File: src/rtl/reg_bank_pkg.sv
// Shared defaults and types for the multi-port register bank and its load scoreboard.
package reg_bank_pkg;

    localparam int DW_DEF     = 32;
    localparam int NREGS_DEF  = 16;
    localparam int AW_DEF     = $clog2(NREGS_DEF);
    localparam int PC_IDX_DEF = 15;
    localparam int PC_OFS_DEF = 8;

    typedef logic [AW_DEF-1:0] reg_addr_t;
    typedef logic [DW_DEF-1:0] reg_data_t;

endpackage

File: src/rtl/reg_scoreboard.sv
// Per-register pending-load bits and the decode stall they produce.
module reg_scoreboard
    import reg_bank_pkg::*;
#(
    parameter int NREGS  = NREGS_DEF,
    parameter int AW     = $clog2(NREGS),
    parameter int NRD    = 3,
    parameter int PC_IDX = PC_IDX_DEF,
    parameter int BYPASS = 1
) (
    input  logic              clk_i,
    input  logic              rst_ni,
    input  logic              sb_set_i,
    input  logic [AW-1:0]     sb_idx_i,
    input  logic              we_b_i,
    input  logic [AW-1:0]     wa_b_i,
    input  logic [NRD*AW-1:0] ra_i,
    output logic              stall_o
);

    logic [NREGS-1:0] pending_q;
    logic [NREGS-1:0] pending_d;

    // A new load issued on the same edge as the old one retires keeps the bit set.
    always_comb begin
        pending_d = pending_q;
        for (int i = 0; i < NREGS; i++) begin
            if (we_b_i && wa_b_i == AW'(i))
                pending_d[i] = 1'b0;
            if (sb_set_i && sb_idx_i == AW'(i) && i != PC_IDX)
                pending_d[i] = 1'b1;
        end
    end

    always_ff @(posedge clk_i or negedge rst_ni) begin
        if (!rst_ni)
            pending_q <= '0;
        else
            pending_q <= pending_d;
    end

    always_comb begin
        logic [AW-1:0] addr;
        stall_o = 1'b0;
        for (int p = 0; p < NRD; p++) begin
            addr = ra_i[p*AW +: AW];
            if (int'(addr) < NREGS && pending_q[addr] &&
                !((BYPASS != 0) && we_b_i && wa_b_i == addr))
                stall_o = 1'b1;
        end
    end

endmodule

File: src/rtl/reg_bank_mp.sv
// Multi-port register bank: two write ports, NRD bypassed read ports, PC-relative R15 reads.
module reg_bank_mp
    import reg_bank_pkg::*;
#(
    parameter int DW     = DW_DEF,
    parameter int NREGS  = NREGS_DEF,
    parameter int AW     = $clog2(NREGS),
    parameter int NRD    = 3,
    parameter int PC_IDX = PC_IDX_DEF,
    parameter int PC_OFS = PC_OFS_DEF,
    parameter int BYPASS = 1
) (
    input  logic              clk_i,
    input  logic              rst_ni,
    input  logic              we_a_i,
    input  logic [AW-1:0]     wa_a_i,
    input  logic [DW-1:0]     wd_a_i,
    input  logic              we_b_i,
    input  logic [AW-1:0]     wa_b_i,
    input  logic [DW-1:0]     wd_b_i,
    input  logic [NRD*AW-1:0] ra_i,
    output logic [NRD*DW-1:0] rd_o,
    input  logic [DW-1:0]     pc_i,
    input  logic              sb_set_i,
    input  logic [AW-1:0]     sb_idx_i,
    output logic              stall_o,
    output logic              wr_clash_o
);

    logic [DW-1:0] rf_q [NREGS];
    logic [DW-1:0] rf_d [NREGS];
    logic          wr_clash_q;
    logic          wr_clash_d;

    // Port B (load) overrides port A on a shared address; the PC slot is never written.
    always_comb begin
        rf_d = rf_q;
        for (int i = 0; i < NREGS; i++) begin
            if (i != PC_IDX) begin
                if (we_b_i && wa_b_i == AW'(i))
                    rf_d[i] = wd_b_i;
                else if (we_a_i && wa_a_i == AW'(i))
                    rf_d[i] = wd_a_i;
            end
        end
        wr_clash_d = wr_clash_q | (we_a_i & we_b_i & (wa_a_i == wa_b_i));
    end

    always_ff @(posedge clk_i or negedge rst_ni) begin
        if (!rst_ni) begin
            for (int i = 0; i < NREGS; i++)
                rf_q[i] <= '0;
            wr_clash_q <= 1'b0;
        end else begin
            rf_q       <= rf_d;
            wr_clash_q <= wr_clash_d;
        end
    end

    assign wr_clash_o = wr_clash_q;

    always_comb begin
        logic [AW-1:0] addr;
        rd_o = '0;
        for (int p = 0; p < NRD; p++) begin
            addr = ra_i[p*AW +: AW];
            if (int'(addr) == PC_IDX)
                rd_o[p*DW +: DW] = pc_i + DW'(PC_OFS);
            else if (int'(addr) < NREGS) begin
                if ((BYPASS != 0) && we_b_i && wa_b_i == addr)
                    rd_o[p*DW +: DW] = wd_b_i;
                else if ((BYPASS != 0) && we_a_i && wa_a_i == addr)
                    rd_o[p*DW +: DW] = wd_a_i;
                else
                    rd_o[p*DW +: DW] = rf_q[addr];
            end
        end
    end

    reg_scoreboard #(
        .NREGS (NREGS),
        .AW    (AW),
        .NRD   (NRD),
        .PC_IDX(PC_IDX),
        .BYPASS(BYPASS)
    ) u_scoreboard (
        .clk_i   (clk_i),
        .rst_ni  (rst_ni),
        .sb_set_i(sb_set_i),
        .sb_idx_i(sb_idx_i),
        .we_b_i  (we_b_i),
        .wa_b_i  (wa_b_i),
        .ra_i    (ra_i),
        .stall_o (stall_o)
    );

endmodule

File: config.mk
export PLATFORM = sky130hd
export DESIGN_NAME = reg_bank_mp
export DESIGN_NICKNAME = d
export VERILOG_FILES = /design/src/rtl/reg_bank_pkg.sv /design/src/rtl/reg_scoreboard.sv /design/src/rtl/reg_bank_mp.sv
export SDC_FILE = /design/constraint.sdc
export NUM_CORES = 2
export LEC_CHECK = 0
export CELL_PAD_IN_SITES_DETAIL_PLACEMENT = 0
export CELL_PAD_IN_SITES_GLOBAL_PLACEMENT = 2
export CORE_ASPECT_RATIO = 1.1
export CORE_UTILIZATION = 40
export DETAILED_ROUTE_END_ITERATION = 7
export GPL_ROUTABILITY_DRIVEN = 0
export PLACE_DENSITY = 0.78
export SYNTH_ARGS = -nofsm -noshare
export SYNTH_HDL_FRONTEND = slang
export SYNTH_HIERARCHICAL = 1
export SYNTH_SLANG_ARGS = --single-unit
File: constraint.sdc
create_clock -name clk_i -period 2.8 [get_ports clk_i]
set_clock_uncertainty 0.1 [all_clocks]
set_input_delay 0.28 -clock clk_i [delete_from_list [all_inputs] [get_ports clk_i]]
set_output_delay 0.28 -clock clk_i [all_outputs]
set_load 0.02 [all_outputs]
==> reports/results.ini <==
[grt]
grt_max_degree = 74
gr-total-overflow = 0
antenna_found_initial = 4
grt_pass1_vias = 36920
grt_pass1_wl_um = 267000
grtUsageTotal = 0.373

[route]
drt_pass1_iterations = 6
post_drt_wl_per_cell_um = 31.8
ant_nets = 0
finalWirelength_um = 187000
drt_iter0_markers = 4651
drc_errors = 0
via_per_inst = 6.38
dr_total_vias = 37513

[flow_run]
maxCapViolations = 0

[synthesis]
yosysTopAreaCell = dfrtp_1
synth.avg_cell_area_sq_um = 9.75
syn_nets = 4124
synthTopCellsByCount = 638 x mux2i_1, 496 x dfrtp_1, 442 x nor2_1, 408 x a21oi_1, 319 x nand2_1
ys_warn_count = 6
ys_ff_latch = 496
ys_seq_area_frac = 0.318
synth-edff-count = 0
synth.most_common_cell = mux2i_1
async_flop_share = 1.00
synth.area.top_cells = dfrtp_1 32%, mux2i_1 16%, mux4_2 15%
ys_types = 76
synth_top_area_share = 0.318
syn_area_sq_mm = 0.0390
synth_cells = 3998
synth-main-ff-cell = dfrtp_1

[hold_path]
worstHoldPathCells = 3
hold_class = primary input to flip-flop
hold-path-endpoint = wr_clash_o
hold_start = wa_a_i[1]

[clocking]
clk_latency_ns = 0.67
clk_pin_slew_ns = 0.06
cts_tree = built
cts.sinks = 496
htree_levels = 2
cts_buffer_depth = 3
cts_root_buffer = clkbuf_16
cts_buffers = 58

[power_and_ir_drop]
power_frac_comb = 0.388
powerDensity_mw_per_mm2 = 607
sw_frac_of_total = 0.358
p_int_mw = 20.2
pwr-share-seq = 0.349
power_leakage_nw = 21.6
power_frac_clock = 0.263
switching_power_mw = 11.2
peakVddDrop_v = 0.000530

[floorplan]
dieHeight_um = 329
rows = 119
boundaryPins = 223
die-width_um = 300
dieArea_sq_mm = 0.0987
core_sq_mm = 0.0962
initial_core_util = 0.405

[sta]
whs_ns = -0.0129
fin_crit_sh = 1.12
hold_violations = 1
fin_ws_ns = -0.326
worst_pin_slew_ns = 0.708
fmax_mhz = 320
rsz0062_at_grt = yes
relSlewSlack = 0.528
setup-tns-final_ns = -5.07
setup_viol = 55
period_minus_slack_ns = 3.13
slew_viol_final = 0

[critical_path]
r2r_slack_ns = 1.69
start_kind = flip-flop
max_stage_delay_ns = 0.47
crit_chain = buf_6, mux4_2, mux2i_2, nor2_1, a311o_1, o211ai_1, a22oi_1, buf_4
reg2reg_to = rf_q[481]
crit_fanout = 2
r2r_start = rf_q[481]
crit_type = flip-flop to primary output
slowest_stage = mux4_2
cp.required_ns = 2.42
critPathCaptureType = primary output
arrival_ns = 2.75
worstRegToRegCells = 4

[final_layout]
final_cell_area_sq_mm = 0.0517
fin_nets = 4681
utilization = 0.538
syn_to_final_growth_pct = 32.6
drive_above_1_share = 0.346

[run_status]
outcome = finished with violations
violations = negative hold slack, negative setup slack

[placement]
dp_hpwl_um = 125000
placed_area_sq_mm = 0.0475
io_buffers = 222

critical path: cells and delay by family (launching register included):
kind            cells  cell delay (ns)
flops               1             0.41
simple gates        1             0.06
mux                 2             0.67
buf+inv             2             0.33
compound gates      3             0.58
final cells by class:
| cell class | instances | area [sq um] |
|---|---|---|
| Sequential cell | 496 | 12400 |
| Clock buffer | 72 | 1600 |
| Fill cell | 8703 | 44500 |
| Timing Repair Buffer | 977 | 9750 |
| Clock inverter | 35 | 387 |
| Inverter | 13 | 48.8 |
| Multi-Input combinational cell | 3009 | 25900 |
| Antenna cell | 7 | 17.5 |
| Tap cell | 1270 | 1590 |
layer usage:
metal / global-route usage / vias to the layer above / wire length, um
met5: 0 / - / 13
met4: 0.201 / 2 / 11000
met3: 0.0854 / 565 / 18900
met2: 0.569 / 2296 / 83100
met1: 0.493 / 18660 / 73700
li1: - / 15990 / -
flip-flops by register name, summed over array words and instances (netlist names):
signal                  count
rf_q                      480
wr_clash_o                  1
u_scoreboard/pending_q     15
logic make-up (layout without fill, tap and decap cells):
logic type | after synthesis | after routing | share of synthesized area
mux | 960 | 960 | 0.345
simple gates | 933 | 933 | 0.103
flops | 496 | 496 | 0.318
buf+inv | 493 | 1097 | 0.0590
other cells | 0 | 7 | 0
fa+ha+maj | 1 | 1 | 0.000321
xor+xnor | 67 | 67 | 0.0150
compound gates | 1048 | 1048 | 0.160
power groups by stage:
stage | logic (mW) | registers [mW] | clock network [mW]
floorplan | 6.85 | 10.3 | 0
global placement | 10.8 | 10.9 | 0
detailed placement | 11.0 | 11.0 | 0
CTS | 11.6 | 10.8 | 8.30
global route | 12.9 | 11.1 | 8.55
finish | 12.2 | 10.9 | 8.26
how the worst max path moves through the flow:
stage,from,end,slack (ns),depth (start not counted)
2_1_floorplan,ra_i[8],rd_o[82],0.34,9
3_3_place_gp,wa_b_i[2],rd_o[95],-1.10,11
3_5_place_dp,wa_b_i[2],rd_o[95],-1.14,11
4_1_cts,rf_q[500],rd_o[20],-0.36,8
5_1_grt,rf_q[340],rd_o[20],-0.38,8
6_report,rf_q[500],rd_o[20],-0.33,8
through the flow:
step | worst slack [ns] | hold slack [ns] | total power [mW] | std cells
after CTS | -0.356 | 0.0491 | 30.7 | 5841
final | -0.326 | -0.0129 | 31.4 | 5879
after floorplan | 0.340 | -0.116 | 17.2 | 3998
after detailed placement | -1.14 | 0.163 | 21.9 | 5680
after global routing | -0.377 | 0.00696 | 32.6 | 5875
after global placement | -1.10 | 0.157 | 21.7 | 5680
cell usage in the layout (no fill, tap or decap), types with 20 or more instances in the layout:
cell type / instances
mux2i_1: 626
buf_4: 614
dfrtp_1: 496
nor2_1: 405
a21oi_1: 373
nand2_1: 310
o21ai_0: 287
mux4_2: 284
buf_12: 139
clkdlybuf4s50_1: 86
buf_6: 85
clkbuf_16: 59
o22ai_1: 47
xor2_1: 39
a211oi_2: 35
a21oi_2: 34
o221ai_1: 28
a22oi_1: 28
mux2_2: 25
a22oi_2: 23
o211ai_1: 21
xnor2_1: 20
nor2_2: 20
nand2b_1: 20
o2bb2ai_1: 20
clkinv_2: 20
repair_timing:
| item | in CTS | in global routing |
|---|---|---|
| hold buffers | 1 | 0 |
| endpoints found under the hold margin | 441 | 0 |
| gates resized for setup | 732 | 204 |
| gates cloned | 2 | 0 |
| pin swaps | 133 | 121 |
| endpoints found under the setup margin | 97 | 96 |
| setup buffers | 77 | 43 |
Power figures use the tool's default switching activity.
